## src/rtl/ccd_pkg.sv

```systemverilog
// Shared definitions for the CCD frame sender: FSM encoding and defaults.
package ccd_pkg;

  localparam int unsigned CLK_DIV_DEF = 434;   // 50 MHz / 115200 baud
  localparam logic [7:0]  HDR0_DEF    = 8'hAA;
  localparam logic [7:0]  HDR1_DEF    = 8'h55;
  localparam int unsigned CNT_W       = 11;    // pixel counter, holds up to 1024

  typedef enum logic [3:0] {
    ST_IDLE,
    ST_HDR0,
    ST_HDR1,
    ST_LENH,
    ST_LENL,
    ST_FETCH,
    ST_WAITQ,
    ST_DATA,
    ST_SUM,
    ST_DONE
  } state_e;

endpackage

```

## src/rtl/uart_tx_byte.sv

```systemverilog
// 8N1 byte serialiser: start bit, d0..d7 LSB first, stop bit, CLK_DIV clk each.
module uart_tx_byte #(
  parameter int unsigned CLK_DIV = 434
)(
  input  logic       clk,
  input  logic       n_rst,
  input  logic       start,
  input  logic [7:0] byte_in,
  output logic       tx,
  output logic       busy,
  output logic       done
);

  localparam int unsigned TW = $clog2(CLK_DIV + 1);

  logic          busy_q, busy_d;
  logic          tx_q, tx_d;
  logic          done_q, done_d;
  logic [8:0]    sh_q, sh_d;     // {stop, d7..d0}; sh[0] is the next bit out
  logic [3:0]    idx_q, idx_d;   // 0 = start, 1..8 = data, 9 = stop
  logic [TW-1:0] tmr_q, tmr_d;

  // Bit timer and shifter; start is only accepted while idle.
  always_comb begin
    busy_d = busy_q;
    tx_d   = tx_q;
    sh_d   = sh_q;
    idx_d  = idx_q;
    tmr_d  = tmr_q;
    done_d = 1'b0;
    if (!busy_q) begin
      if (start) begin
        busy_d = 1'b1;
        tx_d   = 1'b0;
        sh_d   = {1'b1, byte_in};
        idx_d  = 4'd0;
        tmr_d  = '0;
      end
    end else if (tmr_q == TW'(CLK_DIV - 1)) begin
      tmr_d = '0;
      if (idx_q == 4'd9) begin
        busy_d = 1'b0;
        done_d = 1'b1;
        tx_d   = 1'b1;
      end else begin
        idx_d = idx_q + 4'd1;
        tx_d  = sh_q[0];
        sh_d  = {1'b1, sh_q[8:1]};
      end
    end else begin
      tmr_d = tmr_q + TW'(1);
    end
  end

  // State registers; reset drops the line back to idle-high at once.
  always_ff @(posedge clk or negedge n_rst) begin
    if (!n_rst) begin
      busy_q <= 1'b0;
      tx_q   <= 1'b1;
      done_q <= 1'b0;
      sh_q   <= '1;
      idx_q  <= '0;
      tmr_q  <= '0;
    end else begin
      busy_q <= busy_d;
      tx_q   <= tx_d;
      done_q <= done_d;
      sh_q   <= sh_d;
      idx_q  <= idx_d;
      tmr_q  <= tmr_d;
    end
  end

  assign tx   = tx_q;
  assign busy = busy_q;
  assign done = done_q;

endmodule

```

## src/rtl/ccd_frame_sender.sv

```systemverilog
// Streams one FIFO frame over UART: AA 55 LENH LENL <pixels> CHK.
module ccd_frame_sender
  import ccd_pkg::*;
#(
  parameter int unsigned CLK_DIV   = CLK_DIV_DEF,
  parameter int unsigned FRAME_LEN = 1024,
  parameter logic [7:0]  HDR0      = HDR0_DEF,
  parameter logic [7:0]  HDR1      = HDR1_DEF
)(
  input  logic       clk,
  input  logic       n_rst,
  input  logic       serialsend_flag,
  output logic       rdreq,
  input  logic [7:0] q,
  input  logic       rdempty,
  output logic       uart_tx,
  output logic       busy,
  output logic       frame_done
);

  localparam logic [15:0] LEN = 16'(FRAME_LEN);

  state_e           state_q, state_d;
  logic [CNT_W-1:0] cnt_q, cnt_d;
  logic [7:0]       chk_q, chk_d;
  logic [7:0]       txb_q, txb_d;
  logic             flag_q;
  logic             busy_q, busy_d;
  logic             done_q, done_d;
  logic             start_q, start_d;
  logic             sent_q, sent_d;   // byte for the current state already launched
  logic             u_done, u_busy;

  uart_tx_byte #(.CLK_DIV(CLK_DIV)) u_tx (
    .clk     (clk),
    .n_rst   (n_rst),
    .start   (start_q),
    .byte_in (txb_q),
    .tx      (uart_tx),
    .busy    (u_busy),
    .done    (u_done)
  );

  // rdreq is combinational so the popped byte lands exactly in WAITQ and
  // can never be raised against an empty FIFO.
  assign rdreq = (state_q == ST_FETCH) && !rdempty;

  // Frame sequencing: each byte state launches one byte, waits for its stop bit.
  always_comb begin
    state_d = state_q;
    cnt_d   = cnt_q;
    chk_d   = chk_q;
    txb_d   = txb_q;
    busy_d  = busy_q;
    done_d  = 1'b0;
    start_d = 1'b0;
    sent_d  = sent_q;
    case (state_q)
      ST_IDLE: begin
        if (serialsend_flag && !flag_q) begin
          state_d = ST_HDR0;
          busy_d  = 1'b1;
          chk_d   = '0;
          cnt_d   = '0;
          sent_d  = 1'b0;
        end
      end
      ST_HDR0, ST_HDR1, ST_LENH, ST_LENL, ST_DATA, ST_SUM: begin
        if (!sent_q) begin
          start_d = 1'b1;
          sent_d  = 1'b1;
          case (state_q)
            ST_HDR0: txb_d = HDR0;
            ST_HDR1: txb_d = HDR1;
            ST_LENH: txb_d = LEN[15:8];
            ST_LENL: txb_d = LEN[7:0];
            ST_SUM:  txb_d = chk_q;
            default: txb_d = txb_q;  // DATA: byte captured in WAITQ
          endcase
        end else if (u_done) begin
          sent_d = 1'b0;
          case (state_q)
            ST_HDR0: state_d = ST_HDR1;
            ST_HDR1: state_d = ST_LENH;
            ST_LENH: state_d = ST_LENL;
            ST_LENL: state_d = ST_FETCH;
            ST_DATA: state_d = (cnt_q < CNT_W'(FRAME_LEN)) ? ST_FETCH : ST_SUM;
            default: state_d = ST_DONE;
          endcase
        end
      end
      ST_FETCH: begin
        if (!rdempty) state_d = ST_WAITQ;
      end
      ST_WAITQ: begin
        txb_d   = q;
        chk_d   = chk_q + q;
        cnt_d   = cnt_q + CNT_W'(1);
        state_d = ST_DATA;
      end
      ST_DONE: begin
        done_d  = 1'b1;
        busy_d  = 1'b0;
        cnt_d   = '0;
        state_d = ST_IDLE;
      end
      default: state_d = ST_IDLE;
    endcase
  end

  // State and registered outputs.
  always_ff @(posedge clk or negedge n_rst) begin
    if (!n_rst) begin
      state_q <= ST_IDLE;
      cnt_q   <= '0;
      chk_q   <= '0;
      txb_q   <= '0;
      flag_q  <= 1'b0;
      busy_q  <= 1'b0;
      done_q  <= 1'b0;
      start_q <= 1'b0;
      sent_q  <= 1'b0;
    end else begin
      state_q <= state_d;
      cnt_q   <= cnt_d;
      chk_q   <= chk_d;
      txb_q   <= txb_d;
      flag_q  <= serialsend_flag;
      busy_q  <= busy_d;
      done_q  <= done_d;
      start_q <= start_d;
      sent_q  <= sent_d;
    end
  end

  assign busy       = busy_q;
  assign frame_done = done_q;

endmodule

```

## config.mk

```make
export PLATFORM = sky130hd
export DESIGN_NAME = ccd_frame_sender
export DESIGN_NICKNAME = d
export VERILOG_FILES = /design/src/rtl/ccd_pkg.sv /design/src/rtl/uart_tx_byte.sv /design/src/rtl/ccd_frame_sender.sv
export SDC_FILE = /design/constraint.sdc
export NUM_CORES = 1
export LEC_CHECK = 0
export BUFFER_PORTS_ARGS = -buffer_cell sky130_fd_sc_hd__buf_4
export CAP_MARGIN = 20
export CORE_MARGIN = 8
export CORE_UTILIZATION = 40
export CTS_BUF_LIST = sky130_fd_sc_hd__clkbuf_4 sky130_fd_sc_hd__clkbuf_8 sky130_fd_sc_hd__clkbuf_16
export CTS_CLUSTER_DIAMETER = 40
export DETAILED_ROUTE_END_ITERATION = 7
export RECOVER_POWER = 25
export SYNTH_ARGS = -nofsm -noshare
export SYNTH_HDL_FRONTEND = slang
export SYNTH_SLANG_ARGS = --single-unit
```

## constraint.sdc

```tcl
create_clock -name clk -period 2.3 [get_ports clk]
set_input_delay 0.575 -clock clk [delete_from_list [all_inputs] [get_ports clk]]
set_output_delay 0.575 -clock clk [all_outputs]
set_load 0.02 [all_outputs]
```

==> reports/results.tsv <==
stage	metric	value	unit
worst_setup_path	crit_chain	buf_4, nor4_1, buf_4	
clock_network	clock-sinks	60	
layout	diodes	0	
routing	routed_wl	7180	um
global_route	antenna_found_initial	0	
worst_setup_path	crit_path_frequent_cell	buf_4	
pwr	p_leak	1.71	nW
routing	postRouteAntennaNets	0	
timing	final.setup.tns	0	ns
worst_setup_path	path_class	reg2out	
clock_network	cts_hold_buf	0	
min_path	hold_path_end	flag_q$_DFF_PN0_	
synthesis	ys_seq_area_frac	0.447	
synthesis	synthMuxAreaShare	0.0329	
min_path	hold_path.class	in2reg	
floorplan	fp.dieH	108	um
synthesis	synth-xor-area-share	0.0207	
clock_network	clk_pin_slew	0.07	ns
synthesis	synth_top_family_by_area	compound AO/OA/AOI/OAI gates	
timing	finalCriticalPeriod	2.19	ns
placed_design	routabilityCongestion	0.856	
job	maxCapViolations	1	
routing	vias	2671	
worst_setup_path	critPathSlowestCell	dfrtp_1	
timing	hold_viol_final	0	
timing	fmax	457	MHz
floorplan	die_x	108	um
min_path	min-delay-start	serialsend_flag	
clock_network	clk_path_buf_depth	2	
worst_setup_path	ff2ff_setup_slack	0.34	ns
floorplan	io_pins	16	
clock_network	htree_levels	3	
synthesis	syn_avg_cell_area	9.54	um^2
routing	vias_per_cell	5.50	
timing	skew	0.00858	ns
layout	multi_input_area	1730	um^2
global_route	grt_pass1_wl	12500	um
timing	period_share	0.952	
pwr	vdd_drop_max	0.563	mV
pwr	p_per_area	1220	nW/um^2
synthesis	yosys_warnings	0	
timing	rsz0062_at_grt	no	
timing	finalMaxSlewViolations	60	
floorplan	coreArea	8220	um^2
layout	seqCellArea	1520	um^2
status	status	finished, violations left	
synthesis	synth.distinct_cells	61	
status	violations	max-capacitance violations, max-slew violations	
synthesis	synth_fp_nets	380	
global_route	grt.overflow.total	0	
pwr	power.total	4.71	mW
clock_network	clk_latency	0.34	ns
global_route	grt_use_total	0.133	
synthesis	yosys_register_bits	60	
synthesis	synthCells	355	
clock_network	cts_tree	yes	
routing	drt_iter0_markers	85	
synthesis	synth.top_cell.area_share	0.377	
synthesis	synthArstFlopShare	1.00	
worst_setup_path	rr_startpoint	chk_q[0]$_DFFE_PN0P_	
clock_network	post_cts_buffers	0	
floorplan	rows	33	
timing	worst_pin_slew	1.50	ns
worst_setup_path	timing.rr.end	chk_q[6]$_DFFE_PN0P_	
worst_setup_path	end_kind	primary output	
worst_setup_path	worstRegToRegCells	7	
synthesis	synth_ff_type	dfrtp_1	
placed_design	io_buffers	15	
timing	finalSetupViolCount	0	
placed_design	place.detailed.hpwl	5090	um
worst_setup_path	cp_max_fo	9	
worst_setup_path	max_stage_delay	0.52	ns
global_route	first_global_vias	2662	
floorplan	initial_utilization	0.412	
min_path	min_path_cells	1	
synthesis	synthTopCellsByArea	dfrtp_1, dfstp_2, o21ai_0, ha_1, nand2_1	
clock_network	cts_root_buf	clkbuf_8	
layout	final_nets	401	
routing	wl_per_cell	14.8	um
layout	area_growth	13.8	%
worst_setup_path	cp.arrival	1.61	ns
synthesis	yosys.area.top_type	dfrtp_1	
timing	relSlewSlack	-0.000674	
layout	fillers	785	
routing	first_pass_iters	4	
synthesis	synth-adder-area-share	0.0536	
routing	drc_errors	0	
synthesis	syn-cell-area	3390	um^2
synthesis	synth_compound_area_frac	0.216	
floorplan	die-area	11700	um^2
synthesis	synthSimpleGateAreaFrac	0.186	
layout	drive_above_1_share	0.202	
synthesis	synth_edf_count	0	
worst_setup_path	cp-start-kind	flop	
clock_network	numCtsBuffers	9	
worst_setup_path	critPathRequiredTime	1.73	ns
global_route	grt_max_degree	61	
layout by cell type, fill, tap and decap left out, types with 10 or more instances in the layout:
cell type and instances:
dfrtp_1 48, o21ai_0 36, nand2_1 34, buf_4 26
nor2_1 23, a21oi_1 21, o21ai_1 18, inv_1 12
ha_1 12, nand3_1 11, nand3b_1 11, clkbuf_8 11
and3_1 10
how the worst max path moves through the flow:
stage / endpoint / depth (start not counted) / slack [ns] / start
2_1_floorplan: rdreq / 3 / 0.31 / state_q[1]$_DFFE_PN0P_
5_1_grt: rdreq / 3 / 0.04 / state_q[1]$_DFFE_PN0P_
3_3_place_gp: chk_q[6]$_DFFE_PN0P_ / 8 / 0.09 / q[0]
6_report: rdreq / 3 / 0.11 / state_q[1]$_DFFE_PN0P_
4_1_cts: rdreq / 3 / 0.05 / state_q[2]$_DFFE_PN0P_
3_5_place_dp: chk_q[6]$_DFFE_PN0P_ / 8 / 0.05 / q[0]
synth_stat cells, drive strengths merged, types with 2 or more instances:
cell type  instances
o21ai             54
dfrtp             51
nand2             35
nor2              24
a21oi             22
ha                12
inv               12
clkbuf            11
nand3             11
nand3b            11
and3              10
dfstp              9
buf                8
a31oi              6
mux2               5
nand2b             5
mux2i              4
nand4              4
nor3               4
o221a              4
o22ai              4
xnor2              4
xor2               4
a22o               3
nor2b              3
o211ai             3
o31ai              3
a21o               2
nor3b              2
o22a               2
o41ai              2
or2                2
kinds of logic after synthesis:
family	after synthesis
simple gates	120
compound gates	113
flops	60
buf+inv	31
fa+ha+maj	14
mux	9
xor+xnor	8
area by class of cell:
| class | instances | area share |
|---|---|---|
| inverters | 12 | 0.0117 |
| flip-flops and latches | 60 | 0.394 |
| clock inverters | 4 | 0.0123 |
| clock buffers | 12 | 0.0412 |
| repair buffers | 29 | 0.0591 |
| well taps | 105 | 0.0341 |
| multi-input cells | 264 | 0.448 |
worst max-delay path, delay by kind of cell (launching register included):
kind,cells,cell delay [ns]
and+or+nand+nor,1,0.32
buffers and inverters,2,0.45
DFF,1,0.52
metal layers:
metal  vias up  routed length (um)  track usage
met5         -                   0            0
met4         0                 146       0.0614
met3        15                 267       0.0297
met2        47                3340        0.212
met1      1286                3420        0.168
li1       1323                   -            -
where the power goes:
group,leakage (nW),switching [mW],internal (mW)
Clock,0.106,0.411,0.568
Combinational,0.869,0.990,0.897
Sequential,0.736,0.372,1.47
Total,1.71,1.77,2.93
sequential cells by signal, indices dropped and copies added, names as in the netlist:
register / flops
u_tx.busy: 1
flag_q: 1
u_tx.tmr_q: 9
u_tx.sh_q: 8
u_tx.idx_q: 4
u_tx.tx: 1
state_q: 4
busy: 1
frame_done: 1
chk_q: 8
start_q: 1
cnt_q: 11
sent_q: 1
txb_q: 8
u_tx.done: 1
repair_timing:
action                                  4_1_cts  5_1_grt
endpoints found under the setup margin        1        1
gates resized for setup                       1        3
gates cloned                                  0        0
through the flow:
step	hold slack [ns]	instances	worst slack, ns	cell area (um^2)	util
after floorplan	0.279	355	0.313	3390	-
after global placement	0.449	470	0.0938	3640	0.443
after detailed placement	0.450	470	0.0545	3640	0.443
after CTS	0.328	486	0.0502	3850	0.469
after global routing	0.352	486	0.0420	3850	0.469
final	0.371	486	0.111	3850	0.469
Note: power is estimated with default switching activity, not from simulation.
